## src/rtl/fp16_adder_arbiter_pkg.sv

```systemverilog
// Shared definitions for the FP16 adder arbiter.
//   - FP16 field positions (1 sign / 5 exponent / 10 mantissa bits)
//   - FSM state encoding used by the top level
package fp16_adder_arbiter_pkg;

   localparam int FP16_W   = 16;
   localparam int SIGN_BIT = 15;
   localparam int EXP_MSB  = 14;
   localparam int EXP_LSB  = 10;
   localparam int MAN_MSB  = 9;
   localparam int MAN_LSB  = 0;

   typedef enum logic [1:0] {
      ST_IDLE = 2'd0,
      ST_EXEC = 2'd1,
      ST_RESP = 2'd2
   } state_e;

endpackage

```

## src/rtl/fp16_adder_arbiter_rr_arbiter.sv

```systemverilog
// Combinational round-robin arbiter.
// Ports:
//   req_i   - request vector, one bit per requester
//   ptr_i   - index of the highest-priority requester
//   grant_o - one-hot grant (zero when no request is set)
module fp16_adder_arbiter_rr_arbiter #(
   parameter int NUM_REQ = 2,
   parameter int PTR_W   = 1
) (
   input  logic [NUM_REQ-1:0] req_i,
   input  logic [PTR_W-1:0]   ptr_i,
   output logic [NUM_REQ-1:0] grant_o
);

   localparam logic [NUM_REQ-1:0] ALL_ONES = '1;
   localparam logic [NUM_REQ-1:0] ONE      = {{(NUM_REQ-1){1'b0}}, 1'b1};

   logic [NUM_REQ-1:0] masked;

   // Requests at or above ptr_i win first; if none, wrap to the lowest index.
   // x & (~x + 1) isolates the lowest set bit.
   always_comb begin
      masked = req_i & (ALL_ONES << ptr_i);
      if (|masked) begin
         grant_o = masked & (~masked + ONE);
      end else begin
         grant_o = req_i & (~req_i + ONE);
      end
   end

endmodule

```

## src/rtl/fp16_adder_arbiter.sv

```systemverilog
// Shares one external combinational FP16 add/sub datapath among NUM_REQ
// requesters. Round-robin arbitration, one operation in flight at a time.
// Ports:
//   clk, rst_n                 - clock, asynchronous active-low reset
//   req_valid_i / req_ready_o  - per-requester operation handshake
//   req_a_i, req_b_i           - packed FP16 operands, slice i = [16*i+15:16*i]
//   req_sub_i                  - per-requester op select (1 = A-B)
//   resp_valid_o / resp_ready_i- per-requester result handshake
//   resp_data_o                - FP16 result, held while resp_valid_o is set
//   add_a_o, add_b_o, add_sub_o- operand registers to the datapath
//   add_c_i                    - datapath result
//   busy_o                     - operation in flight
module fp16_adder_arbiter
   import fp16_adder_arbiter_pkg::*;
#(
   parameter int NUM_REQ   = 2,
   parameter int ADDER_LAT = 1
) (
   input  logic                      clk,
   input  logic                      rst_n,
   input  logic [NUM_REQ-1:0]        req_valid_i,
   output logic [NUM_REQ-1:0]        req_ready_o,
   input  logic [FP16_W*NUM_REQ-1:0] req_a_i,
   input  logic [FP16_W*NUM_REQ-1:0] req_b_i,
   input  logic [NUM_REQ-1:0]        req_sub_i,
   output logic [NUM_REQ-1:0]        resp_valid_o,
   input  logic [NUM_REQ-1:0]        resp_ready_i,
   output logic [FP16_W-1:0]         resp_data_o,
   output logic [FP16_W-1:0]         add_a_o,
   output logic [FP16_W-1:0]         add_b_o,
   output logic                      add_sub_o,
   input  logic [FP16_W-1:0]         add_c_i,
   output logic                      busy_o
);

   localparam int PTR_W = $clog2(NUM_REQ);
   localparam int CNT_W = $clog2(ADDER_LAT + 1);
   localparam logic [NUM_REQ-1:0] ONE_HOT0 = {{(NUM_REQ-1){1'b0}}, 1'b1};
   localparam logic [CNT_W-1:0]   LAST_CNT = CNT_W'(ADDER_LAT - 1);
   localparam logic [PTR_W-1:0]   LAST_REQ = PTR_W'(NUM_REQ - 1);

   state_e               state_q;
   logic [PTR_W-1:0]     rr_ptr_q;
   logic [PTR_W-1:0]     owner_q;
   logic [CNT_W-1:0]     lat_cnt_q;
   logic [FP16_W-1:0]    a_q;
   logic [FP16_W-1:0]    b_q;
   logic                 sub_q;
   logic [FP16_W-1:0]    result_q;
   logic [NUM_REQ-1:0]   resp_valid_q;
   logic                 busy_q;

   logic [NUM_REQ-1:0]   grant;
   logic [PTR_W-1:0]     grant_idx;
   logic [FP16_W-1:0]    req_a_arr [NUM_REQ];
   logic [FP16_W-1:0]    req_b_arr [NUM_REQ];

   generate
      for (genvar gi = 0; gi < NUM_REQ; gi++) begin : g_slice
         assign req_a_arr[gi] = req_a_i[FP16_W*gi +: FP16_W];
         assign req_b_arr[gi] = req_b_i[FP16_W*gi +: FP16_W];
      end
   endgenerate

   fp16_adder_arbiter_rr_arbiter #(
      .NUM_REQ (NUM_REQ),
      .PTR_W   (PTR_W)
   ) u_rr_arbiter (
      .req_i   (req_valid_i),
      .ptr_i   (rr_ptr_q),
      .grant_o (grant)
   );

   always_comb begin
      grant_idx = '0;
      for (int j = 0; j < NUM_REQ; j++) begin
         if (grant[j]) begin
            grant_idx = PTR_W'(j);
         end
      end
   end

   // Ready is only offered while idle; a grant in IDLE is a transfer since
   // the arbiter only grants asserted valids.
   assign req_ready_o  = (state_q == ST_IDLE) ? grant : '0;
   assign resp_valid_o = resp_valid_q;
   assign resp_data_o  = result_q;
   assign add_a_o      = a_q;
   assign add_b_o      = b_q;
   assign add_sub_o    = sub_q;
   assign busy_o       = busy_q;

   always_ff @(posedge clk or negedge rst_n) begin
      if (!rst_n) begin
         state_q      <= ST_IDLE;
         rr_ptr_q     <= '0;
         owner_q      <= '0;
         lat_cnt_q    <= '0;
         a_q          <= '0;
         b_q          <= '0;
         sub_q        <= 1'b0;
         result_q     <= '0;
         resp_valid_q <= '0;
         busy_q       <= 1'b0;
      end else begin
         case (state_q)
            ST_IDLE: begin
               if (|grant) begin
                  a_q       <= req_a_arr[grant_idx];
                  b_q       <= req_b_arr[grant_idx];
                  sub_q     <= req_sub_i[grant_idx];
                  owner_q   <= grant_idx;
                  lat_cnt_q <= '0;
                  busy_q    <= 1'b1;
                  state_q   <= ST_EXEC;
               end
            end
            ST_EXEC: begin
               lat_cnt_q <= lat_cnt_q + CNT_W'(1);
               // Operands have been stable for ADDER_LAT cycles here.
               if (lat_cnt_q == LAST_CNT) begin
                  result_q     <= add_c_i;
                  resp_valid_q <= ONE_HOT0 << owner_q;
                  state_q      <= ST_RESP;
               end
            end
            ST_RESP: begin
               if (resp_ready_i[owner_q]) begin
                  resp_valid_q <= '0;
                  rr_ptr_q     <= (owner_q == LAST_REQ) ? '0 : owner_q + PTR_W'(1);
                  busy_q       <= 1'b0;
                  state_q      <= ST_IDLE;
               end
            end
            default: begin
               resp_valid_q <= '0;
               busy_q       <= 1'b0;
               state_q      <= ST_IDLE;
            end
         endcase
      end
   end

endmodule

```

## config.mk

```make
export PLATFORM = sky130hd
export DESIGN_NAME = fp16_adder_arbiter
export DESIGN_NICKNAME = d
export VERILOG_FILES = /design/src/rtl/fp16_adder_arbiter_pkg.sv /design/src/rtl/fp16_adder_arbiter_rr_arbiter.sv /design/src/rtl/fp16_adder_arbiter.sv
export SDC_FILE = /design/constraint.sdc
export NUM_CORES = 1
export LEC_CHECK = 0
export ABC_CLOCK_PERIOD_IN_PS = 2100
export CAP_MARGIN = 20
export CELL_PAD_IN_SITES_DETAIL_PLACEMENT = 1
export CELL_PAD_IN_SITES_GLOBAL_PLACEMENT = 1
export CORE_ASPECT_RATIO = 1.2
export CORE_MARGIN = 1
export CORE_UTILIZATION = 30
export DETAILED_ROUTE_END_ITERATION = 16
export MAX_ROUTING_LAYER = met4
export PLACE_DENSITY = 0.84
export SYNTH_ARGS = -nofsm -noshare
export SYNTH_HDL_FRONTEND = slang
export SYNTH_HIERARCHICAL = 1
export SYNTH_SLANG_ARGS = --single-unit
```

## constraint.sdc

```tcl
create_clock -name clk -period 2.1 [get_ports clk]
set_clock_uncertainty 0.05 [all_clocks]
set_input_delay 0.42 -clock clk [delete_from_list [all_inputs] [get_ports clk]]
set_output_delay 0.42 -clock clk [all_outputs]
set_load 0.02 [all_outputs]
```

After elaboration in Yosys (flattened, before gate mapping):

Index checks and enable logic that the tools add are counted.

* register bits: 57
* output and inout bits: 54
* logic and storage cells: 69
* input port bits: 88

* shift-type cells: 2
* equal/unequal tests: 5
* order comparisons: 3
* muxes and demuxes: 25
* reduce and logical (&&, ||, !) cells: 11
* add/subtract/negate cells: 4
* bitwise operators: 9

Operators by type and width (number)
* $mux 16: 6
* $mux 2: 6
* $pmux 2 s3: 2
* $mux 1: 9
* $reduce_and 3->1: 3
* $reduce_and 2->1: 4
* $and 2x2->2: 3
* $add 2x1->2 const B: 2
* $lt 1x2->1 const B: 2
* $ne 2x2->1 const B: 2
* $not 2->2: 2
* $reduce_or 2->1: 2
* $not 1->1: 3
* $pmux 1 s3: 1
* $add 1x1->1 const B: 2
* $eq 2x1->1 const B: 1
* $eq 2x2->1 const B: 1
* $ge 2x2->1 const B: 1
* $logic_not 2->1: 1
* $ne 2x1->1 const B: 1
* $not 1->2: 1
* $pmux 1 s2: 1
* $reduce_bool 2->1: 1
* $shl 1x1->2 const A: 1
* $shl 2x1->2 const A: 1

Longest topological paths before layout:

Gate-level depths: netlist of the first run.

* depth in word-level cells: 11
* depth in mapped cells: 7
* gate-level depth less buffers: 4

Cells and area by module:

The synthesis of the first run kept the hierarchy.

By module, submodules not included
* fp16_adder_arbiter: area an instance 2695.1 um^2, instances 1, sequential area each 1426.4 um^2, cells each 175
* fp16_adder_arbiter_rr_arbiter: area an instance 18.8 um^2, instances 1, sequential area each 0.0 um^2, cells each 3

Least setup slack after synthesis of the first run:

Ideal clock, no wire load.

* path kind: in2reg
* start point: input port req_valid_i[1]
* end point: register b_q[4] (netlist: add_b_o[4])
* setup time: 0.125 ns
* data arrival time: 1.519 ns
* path slack: 0.406 ns
* data required time: 1.925 ns
* stages on the path: 5
* buffers on the path: 2
* cells stage by stage: a21boi_1 > buf_2 > buf_2 > mux2_2 > mux2_2

* word-level cells in the longest chain between the ends: 10
* elaborated cells on any way between the ends: 16
* classes of those cells: add/sub: 2; mux: 5; bitwise: 6; reduce/logical: 3

RTL lines
* start: declaration: RTL line fp16_adder_arbiter.sv:21 `input logic [NUM_REQ-1:0] req_valid_i,`
* $and 2x2->2: RTL line fp16_adder_arbiter_rr_arbiter.sv:23 `masked = req_i & (ALL_ONES << ptr_i);`
* $not 2->2: RTL line fp16_adder_arbiter_rr_arbiter.sv:25 `grant_o = masked & (~masked + ONE);`
* $add 2x1->2: RTL line fp16_adder_arbiter_rr_arbiter.sv:25
* $and 2x2->2: RTL line fp16_adder_arbiter_rr_arbiter.sv:25
* $mux 2 *: RTL line fp16_adder_arbiter_rr_arbiter.sv:24 `if (|masked) begin`
* $mux 1: RTL line fp16_adder_arbiter.sv:77 `if (grant[j]) begin`
* $not 1->2 (implied by the code): RTL line fp16_adder_arbiter.sv:110 `b_q <= req_b_arr[grant_idx];`
* $mux 16 (implied by the code) (3 in series): RTL line fp16_adder_arbiter.sv:110
* end signal: assignment: RTL line fp16_adder_arbiter.sv:110
* end: declaration: RTL line fp16_adder_arbiter.sv:47 `logic [FP16_W-1:0] b_q;`

Mark *: on every way between the ends. The rest lies on a longest branch, timed or not. The select of a mux whose other input is x is not followed.
A chain may end at the register's enable or synchronous reset.

Final worst setup path of the first run:

* start point: input port req_valid_i[0]
* end point: register b_q[3] (netlist: add_b_o[3])

* word-level cells in the longest chain between the ends: 10
* elaborated cells on any way between the ends: 16
* classes of those cells: add/sub: 2; mux: 5; bitwise: 6; reduce/logical: 3

RTL lines
* $and 2x2->2: RTL line fp16_adder_arbiter_rr_arbiter.sv:23
* $not 2->2: RTL line fp16_adder_arbiter_rr_arbiter.sv:25
* $add 2x1->2: RTL line fp16_adder_arbiter_rr_arbiter.sv:25
* $and 2x2->2: RTL line fp16_adder_arbiter_rr_arbiter.sv:25
* $mux 2 *: RTL line fp16_adder_arbiter_rr_arbiter.sv:24
* named net grant[1]: RTL line fp16_adder_arbiter.sv:53 `logic [NUM_REQ-1:0] grant;`
* $mux 1: RTL line fp16_adder_arbiter.sv:77
* $not 1->2 (implied by the code): RTL line fp16_adder_arbiter.sv:110
* $mux 16 (implied by the code) (3 in series): RTL line fp16_adder_arbiter.sv:110

The timed path passes the listed nets; every way through them passes the cells marked *. The select of a mux whose other input is x is not followed.

==> summary.md, run 1 <==
| Metric | Value |
|---|---|
| Drt pass-1 iters | `4` |
| Sequential cell area | `0.001426 mm²` |
| Combinational family with the most area after synthesis | `multiplexers` |
| Final wirelength | `7.421 mm` |
| CP Max Fanout | `28` |
| Post-Syn Area per Cell | `15.25 µm²` |
| Setup ws final | `0.1721 ns` |
| Layout cell share with drive strength beyond 1 | `0.3383` |
| # diodes | `0` |
| Clock Sinks | `57` |
| Synthesized-area fraction occupied by adder cells | `0` |
| Area Overhead vs Synth | `66.71%` |
| Top cell type by total area after synthesis | `dfrtp_1` |
| Synth Cell Area | `0.002714 mm²` |
| Cell Rows | `37` |
| Post-synth top area share | `0.5256` |
| Nets@finish | `418` |
| Leakage power | `1.885 nW` |
| GRT Total Usage | `0.1696` |
| Initial DRC Count | `28` |
| Slew @ Worst Pin | `0.6658 ns` |
| Pwr Total | `6.701 mW` |
| Final Hold Violating Endpoints | `0` |
| Initial antenna violation count | `0` |
| Number of flops mapped to enable cells by yosys | `0` |
| Critical path class | `in -> reg` |
| DRC | `0` |
| Met1 usage | `0.1911` |
| Count of final setup violators | `0` |
| Ys flop type | `dfrtp_1` |
| Crit end category | `register` |
| Status | `finished clean` |
| Num CTS Buffers | `9` |
| GRT Residual Overflow | `0` |
| Starting density of the core | `0.3135` |
| RSZ-0062 raised after global routing | `no` |
| Antenna viol nets, final | `0` |
| Setup WS pre-CTS | `-0.3301 ns` |
| Worst EP arrival | `2.08 ns` |
| Synth Area in XOR/XNOR | `0` |
| Chip Width | `88.83 µm` |
| CTS HTree Levels | `3` |
| Worst Setup Start Kind | `input pin` |
| Period minus WS final | `1.928 ns` |
| # IOs | `142` |
| Final Max Slew Viols | `0` |
| Post-synth cell types | `22` |
| Area of the multi-input gates | `0.001205 mm²` |
| Fillers | `894` |
| GR Util met2 | `0.2940` |
| MaxCap Viol Count | `0` |
| Synth Register Bits | `57` |
| Placement Cell Area | `0.004320 mm²` |
| Synth cell count leaders | `57 x dfrtp_1, 56 x mux2_2, 27 x mux2_4` |
| Most numerous cell in the Yosys netlist | `dfrtp_1` |
| Root Driver | `clkbuf_8` |
| Critical path data required time | `2.25 ns` |
| Synth Area in Simple Gates | `0.02121` |
| Vias | `2035` |
| GR peak layer | `met2` |
| CTS tree | `yes` |
| Final Util | `0.5226` |
| Core Box Area | `0.008657 mm²` |
| Final GP Congestion | `0.7606` |
| Final period util | `0.9180` |
| Worst skew pair latency | `0.32 ns` |
| Dpl hpwl | `5.629 mm` |
| Post-synthesis sequential area ratio | `0.5256` |
| Drt via density | `4.512` |
| Port Buffers | `141` |
| Fin area | `0.004524 mm²` |
| Net Count, Synth | `266` |
| Hold Path Class | `in -> async` |
| Ys Warns | `6` |
| Largest net degree at the start of global routing | `31` |
| Clk pin slew, worst setup/hold paths | `0.06 ns` |
| Vias in the first global route | `2302` |
| First-pass GRT wire length | `11.66 mm` |
| Die Ht | `106.2 µm` |
| Die ar. | `0.009432 mm²` |
| Multiplexer area fraction after synthesis | `0.3817` |
| Post-synthesis compound-gate area fraction | `0.03642` |
| Synth async-reset ratio | `1.000` |
| Drt wl/cell | `16.45 µm` |
| Fmax | `518.7 MHz` |
| Synth Instances | `178` |
| Maximum clock insertion buffer count | `2` |
| Power Dens Cells | `1481 mW/mm²` |
| Relative slew margins | `0.5561` |
| Max VDD drop | `700.0 µV` |
| GR Layer Usage met3 | `0.03571` |
| Synth area leaders | `dfrtp_1 53%, mux2_2 23%, mux2_4 15%` |
[placed cells by master (no fill, tap or decap), drive strengths merged, types with 2 or more instances in the layout]
cell	instances
o21ai	3
nor2	3
o21bai	2
mux2	83
a32o	2
o21a	2
and2	2
a21boi	2
nand2	2
inv	5
buf	10
clkbuf	15
dfrtp	57
clkdlybuf4s50	138
[worst max-delay path, stage by stage]
cell and delay, ns:
clkdlybuf4s50_1 0.41, buf_4 0.14, a21boi_4 0.12, buf_4 0.15
buf_12 0.19, mux2_2 0.36, mux2_2 0.27
[cell families (layout without fill, tap and decap cells)]
| logic type | after synthesis | after routing |
|---|---|---|
| compound gates | 14 | 14 |
| buf+inv | 14 | 170 |
| flops | 57 | 57 |
| mux | 83 | 83 |
| simple gates | 10 | 10 |
[through the flow]
| step | TNS (ns) | std cells | hold slack [ns] |
|---|---|---|---|
| floorplan | 0 | 178 | 0.07441 |
| global placement | -4.562 | 436 | 0.4402 |
| detailed placement | -5.744 | 436 | 0.4394 |
| CTS | 0 | 451 | 0.09607 |
| global route | 0 | 451 | 0.1222 |
| finish | 0 | 451 | 0.07741 |
[layer usage]
metal	part of all wire	vias to the layer above
met5	0	-
met4	0.012	0
met3	0.067	10
met2	0.53	83
met1	0.39	1006
li1	-	936
[sequential cells by signal, summed over array words and instances (netlist names)]
name and flops:
lat_cnt_q 1, state_q 2, resp_data_o 16, rr_ptr_q 1, add_a_o 16, owner_q 1
resp_valid_o 2, add_sub_o 1, add_b_o 16, busy_o 1
[power by group]
part	internal (mW)	leakage (nW)	switching, mW
logic	2.06	1.10	1.56
registers	1.67	0.675	0.324
clock network	0.670	0.112	0.420
[repair_timing]
item,in CTS,in global routing
setup buffers,0,0
endpoints found under the setup margin,2,2
hold buffers,0,0
resized for setup,3,4
pin swaps,0,0
[layout make-up]
type                    instances  share of cell area
repair buffers                150              0.3346
inverters                       5            0.004148
well taps                     117             0.03236
multi-input cells             107              0.2663
flip-flops and latches         57              0.3153
clock buffers                  13             0.03955
clock inverters                 2            0.007743
[final timing paths]
| kind | start | cells past startpoint | endpoint | slack (ns) |
|---|---|---|---|---|
| max | req_valid_i[0] | 7 | add_b_o[3] | 0.17 |
| min | rst_n | 1 | add_b_o[12] | 0.08 |
| max reg2reg | rr_ptr_q | 6 | add_b_o[3] | 0.31 |
| min reg2reg | add_b_o[4] | 1 | add_b_o[4] | 0.46 |
| max in group asynchronous | rst_n | 2 | add_b_o[9] | 1.33 |
| min in group clk | add_b_o[4] | 1 | add_b_o[4] | 0.46 |
Power figures use the tool's default switching activity.
==> run 2, diff against run 1 <==
--- a/config.mk
+++ b/config.mk
@@ -9,7 +9,6 @@
 export CAP_MARGIN = 20
 export CELL_PAD_IN_SITES_DETAIL_PLACEMENT = 1
 export CELL_PAD_IN_SITES_GLOBAL_PLACEMENT = 1
-export CORE_ASPECT_RATIO = 1.2
 export CORE_MARGIN = 1
 export CORE_UTILIZATION = 30
 export DETAILED_ROUTE_END_ITERATION = 16
==> summary.md, run 2 (synthesis gave the netlist of run 1 again) <==
| Metric | Value |
|---|---|
| Crit end category | `output pin` |
| Vias in the first global route | `2388` |
| Switch Pwr | `2.306 mW` |
| Hold Path Class | `in -> async` |
| Clock share of power | `0.158` |
| DP Cell Count | `428` |
| Commonest non-fill, non-tap cell in the layout | `clkdlybuf4s50_1` |
| Combinational share of power | `0.542` |
| Relative slew margins | `0.6492` |
| Drt pass-1 iters | `4` |
| Initial DRC Count | `44` |
| Largest net degree at the start of global routing | `33` |
| CTS HTree Levels | `3` |
| Area of the multi-input gates | `0.001205 mm²` |
| Slew @ Worst Pin | `0.5249 ns` |
| Fillers | `898` |
| Power share of the sequential group | `0.300` |
| Clk pin slew, worst setup/hold paths | `0.07 ns` |
| GRT Total Usage | `0.1658` |
| Area Overhead vs Synth | `66.30%` |
| P_int | `4.379 mW` |
| Worst Setup Start Kind | `input pin` |
| Leakage power | `1.880 nW` |
| Sequential cell area | `0.001426 mm²` |
| Layout cell share with drive strength beyond 1 | `0.3333` |
| DRC | `0` |
| Root Driver | `clkbuf_8` |
| Worst EP arrival | `1.55 ns` |
| Post-cts hold buffer count | `0` |
| Worst skew pair latency | `0.32 ns` |
| Die Ht | `97.11 µm` |
| Sw frac | `0.3449` |
| Vias | `2065` |
| Num CTS Buffers | `9` |
| Max VDD drop | `776.1 µV` |
| # diodes | `0` |
| CTS tree | `yes` |
| CP Max Fanout | `2` |
| Final period util | `0.9639` |
| Final Hold Violating Endpoints | `0` |
| Starting density of the core | `0.3112` |
| Status | `finished clean` |
| First-pass GRT wire length | `12.02 mm` |
| Initial antenna violation count | `0` |
| Most frequent cells in the layout | `138 x clkdlybuf4s50_1, 57 x dfrtp_1, 56 x mux2_2` |
| Count of final setup violators | `0` |
| Final GP Congestion | `0.6991` |
| Non-Filler Instances | `444` |
| Fmax | `494.0 MHz` |
| Drt via density | `4.651` |
| Critical path data required time | `1.63 ns` |
| Final Max Slew Viols | `0` |
| Port Buffers | `141` |
| MaxCap Viol Count | `0` |
| Period minus WS final | `2.024 ns` |
| Dpl hpwl | `5.468 mm` |
| Pwr Total | `6.685 mW` |
| Maximum clock insertion buffer count | `2` |
| Die ar. | `0.009430 mm²` |
| Antenna viol nets, final | `0` |
| GRT Residual Overflow | `0` |
| # IOs | `142` |
| Chip Width | `97.11 µm` |
| Setup tns final | `0 ns` |
| Nets@finish | `419` |
| Core Box Area | `0.008721 mm²` |
| RSZ-0062 raised after global routing | `no` |
| Drt wl/cell | `16.32 µm` |
| Setup WS pre-CTS | `-0.3132 ns` |
| Clock Sinks | `57` |
| Power Dens Cells | `1481 mW/mm²` |
| Setup ws final | `0.07579 ns` |
| Final wirelength | `7.246 mm` |
| Critical path class | `in -> out` |
| Cell Rows | `34` |
[run 2: cell types whose count changed in the layout (fill, tap and decap cells not counted)]
cell,previous run,this run
buf_12,4,3
clkdlybuf4s15_2,0,1
buf_4,5,7
clkdlybuf4s15_1,0,1
clkbuf_8,13,12
clkbuf_1,0,2
clkbuf_2,2,0
[run 2: final timing paths]
check                                     from              to  slack, ns  cells after the start
worst min register to register      add_b_o[4]      add_b_o[4]       0.46                      1
worst max-delay path            req_valid_i[0]  req_ready_o[1]       0.08                      5
worst min-delay path                     rst_n      add_a_o[1]       0.02                      1
min in group clk                    add_b_o[4]      add_b_o[4]       0.46                      1
max in group asynchronous                rst_n     add_b_o[11]       1.32                      2
worst max register to register        rr_ptr_q     add_b_o[13]       0.28                      6
[run 2: final cells by class]
type,count,area share
repair buffers,151,0.3368
flip-flops and latches,57,0.3161
multi-input cells,107,0.2670
clock buffers,14,0.03826
well taps,108,0.02994
clock inverters,2,0.007763
inverters,5,0.004159
[run 2: critical path: stages]
cell and delay, ns:
clkdlybuf4s50_1 0.41, buf_4 0.15, a21boi_4 0.12, and2_1 0.15, clkdlybuf4s15_1 0.30
[run 2: metrics by stage]
| stage | util | hold WS, ns | cell area, µm² |
|---|---|---|---|
| global route | 0.5175 | 0.05194 | 4513 |
| global placement | 0.4935 | 0.3828 | 4304 |
| detailed placement | 0.4935 | 0.3897 | 4304 |
| floorplan | - | 0.07441 | 2714 |
| finish | 0.5175 | 0.01704 | 4513 |
| CTS | 0.5174 | 0.02510 | 4512 |
[run 2: layer usage]
layer / vias up / global-route usage / part of all wire
met5: - / - / 0
met4: 0 / 0.03789 / 0
met3: 0 / 0.05540 / 0.073
met2: 102 / 0.2763 / 0.49
met1: 1026 / 0.1940 / 0.43
li1: 937 / - / -
[run 2: what timing repair did]
| action | CTS | global route |
|---|---|---|
| resized for setup | 4 | 2 |
| setup endpoints to repair | 2 | 2 |
| cloned | 0 | 0 |
| buffers inserted | 0 | 0 |
[run 2: power by group through the flow]
stage          logic (mW)  registers [mW]  clock network (mW)
2_1_floorplan        1.46            2.61                   0
3_3_place_gp         3.59            1.97                   0
3_5_place_dp         3.66            2.02                   0
4_1_cts              3.67            2.01                1.10
5_1_grt              3.83            2.08                1.15
6_report             3.62            2.01                1.05
==> run 3, diff against run 2 <==
--- a/config.mk
+++ b/config.mk
@@ -13,7 +13,7 @@
 export CORE_UTILIZATION = 30
 export DETAILED_ROUTE_END_ITERATION = 16
 export MAX_ROUTING_LAYER = met4
-export PLACE_DENSITY = 0.84
+export PLACE_DENSITY = 0.82
 export SYNTH_ARGS = -nofsm -noshare
 export SYNTH_HDL_FRONTEND = slang
 export SYNTH_HIERARCHICAL = 1
==> summary.md, run 3 (synthesis gave the netlist of run 1 again) <==
| Metric | Value |
|---|---|
| Status | `finished clean` |
| Cell depth of the worst flop-to-flop path | `6` |
| Clk pin slew, worst setup/hold paths | `0.06 ns` |
| Drt via density | `4.622` |
| Critical-path top delay cell | `clkdlybuf4s50_1` |
| Port Buffers | `141` |
| RSZ-0062 raised after global routing | `no` |
| Fmax | `492.4 MHz` |
| Final wirelength | `7.431 mm` |
| Crit path from | `req_valid_i[0]` |
| Chip Width | `97.11 µm` |
| Critical path depth | `5` |
| CTS tree | `yes` |
| Initial antenna violation count | `0` |
| Final GP Congestion | `0.7106` |
| Die Ht | `97.11 µm` |
| Starting density of the core | `0.3112` |
| CTS HTree Levels | `3` |
| Commonest non-fill, non-tap cell in the layout | `clkdlybuf4s50_1` |
| MaxCap Viol Count | `0` |
| Buf+Inv Stages, Crit Path | `3` |
| Worst EP arrival | `1.56 ns` |
| # IOs | `142` |
| Nets@finish | `421` |
| CP Max Fanout | `2` |
| Most frequent cells in the layout | `138 x clkdlybuf4s50_1, 57 x dfrtp_1, 56 x mux2_2` |
| First-pass GRT wire length | `12.30 mm` |
| Max incr delay on CP | `0.42 ns` |
| GRT Total Usage | `0.1697` |
| DR WL met2 | `3.652 mm` |
| Critical path data required time | `1.63 ns` |
| Fin Hold WS | `0.02538 ns` |
| GRT Residual Overflow | `0` |
| Clock Sinks | `57` |
| Largest net degree at the start of global routing | `58` |
| Setup Buffers After CTS | `0` |
| Antenna viol nets, final | `0` |
| Initial DRC Count | `40` |
| Crit end category | `output pin` |
| Maximum clock insertion buffer count | `2` |
| Area of the multi-input gates | `0.001205 mm²` |
| Highest routed layer | `met4` |
| Relative slew margins | `0.6594` |
| Layout cell share with drive strength beyond 1 | `0.3353` |
| WL met1 | `3.169 mm` |
| Die ar. | `0.009430 mm²` |
| Final Hold Violating Endpoints | `0` |
| DRC | `0` |
| Max VDD drop | `658.9 µV` |
| RR Startpoint | `rr_ptr_q` |
| Hold Path Class | `in -> async` |
| Cell Rows | `34` |
| R2R setup slack | `0.30 ns` |
| Pwr Total | `6.761 mW` |
| Met3 wire len | `571 µm` |
| Period minus WS final | `2.031 ns` |
| Count of final setup violators | `0` |
| Worst Setup Start Kind | `input pin` |
| Vias | `2057` |
| Power Dens Cells | `1488 mW/mm²` |
| Critical path class | `in -> out` |
| Sequential cell area | `0.001426 mm²` |
| Drt wl/cell | `16.70 µm` |
| Worst skew pair latency | `0.32 ns` |
| Final period util | `0.9671` |
| # diodes | `0` |
| Final Max Slew Viols | `0` |
| DP Cell Count | `430` |
| Fillers | `868` |
| Root Driver | `clkbuf_8` |
| Dpl hpwl | `5.555 mm` |
| Core Box Area | `0.008721 mm²` |
| Crit path max-delay family | `buffers and inverters` |
| Num CTS Buffers | `9` |
| Slew @ Worst Pin | `0.5097 ns` |
| Non-Filler Instances | `445` |
| Worst path cell trace | `clkdlybuf4s50_1 > buf_4 > a21boi_4 > and2_1 > clkdlybuf4s15_1` |
| Leakage power | `1.895 nW` |
| Area Overhead vs Synth | `67.40%` |
| Vias in the first global route | `2359` |
| Drt pass-1 iters | `4` |
| Post-cts hold buffer count | `0` |
run 3: changes by cell type in the layout (fill, tap and decap cells not counted):
cell       change
clkbuf_8       -2
bufinv_16      +1
buf_12         +1
buf_4          +1
run 3: per-layer routing:
| metal | track usage | vias up |
|---|---|---|
| li1 | - | 944 |
| met2 | 0.2806 | 95 |
| met4 | 0.04478 | 0 |
| met3 | 0.05827 | 5 |
| met1 | 0.1969 | 1013 |
| met5 | - | - |
run 3: timing repair:
item	4_1_cts	5_1_grt
gates resized for setup	4	2
cloned	0	0
endpoints found under the setup margin	2	2
run 3: final timing paths:
path | to
min in group clk | busy_o
max in group asynchronous | add_a_o[0]
worst min register to register | busy_o
worst max register to register | add_b_o[13]
worst max-delay path | req_ready_o[1]
worst min-delay path | add_a_o[5]
run 3: power breakdown:
part	total [mW]	internal (mW)	switching, mW	leakage, nW
Clock	1.11	0.693	0.413	0.106
Combinational	3.68	2.08	1.59	1.11
Sequential	1.98	1.67	0.314	0.675
run 3: final cells by class:
class | instances | share of cell area
Inverter | 5 | 0.004131
Tap cell | 108 | 0.02974
Clock buffer | 12 | 0.03195
Sequential cell | 57 | 0.3140
Clock inverter | 3 | 0.01432
Timing Repair Buffer | 153 | 0.3407
Multi-Input combinational cell | 107 | 0.2652
run 3: worst reg2reg max path: cells and delay by family, from the launching register on:
family | cells | cell delay, ns
DFF | 1 | 0.40
AOI/OAI and AO/OA | 1 | 0.15
buffers and inverters | 3 | 0.44
muxes | 2 | 0.62
run 3: per-stage QoR:
stage	setup slack, ns	cell area (µm²)	util	setup TNS, ns
2_1_floorplan	0.4059	2714	-	0
3_3_place_gp	-0.2515	4332	0.4967	-4.203
3_5_place_dp	-0.3203	4332	0.4967	-5.337
4_1_cts	0.02763	4542	0.5208	0
5_1_grt	0.008446	4543	0.5209	0
6_report	0.06907	4543	0.5209	0
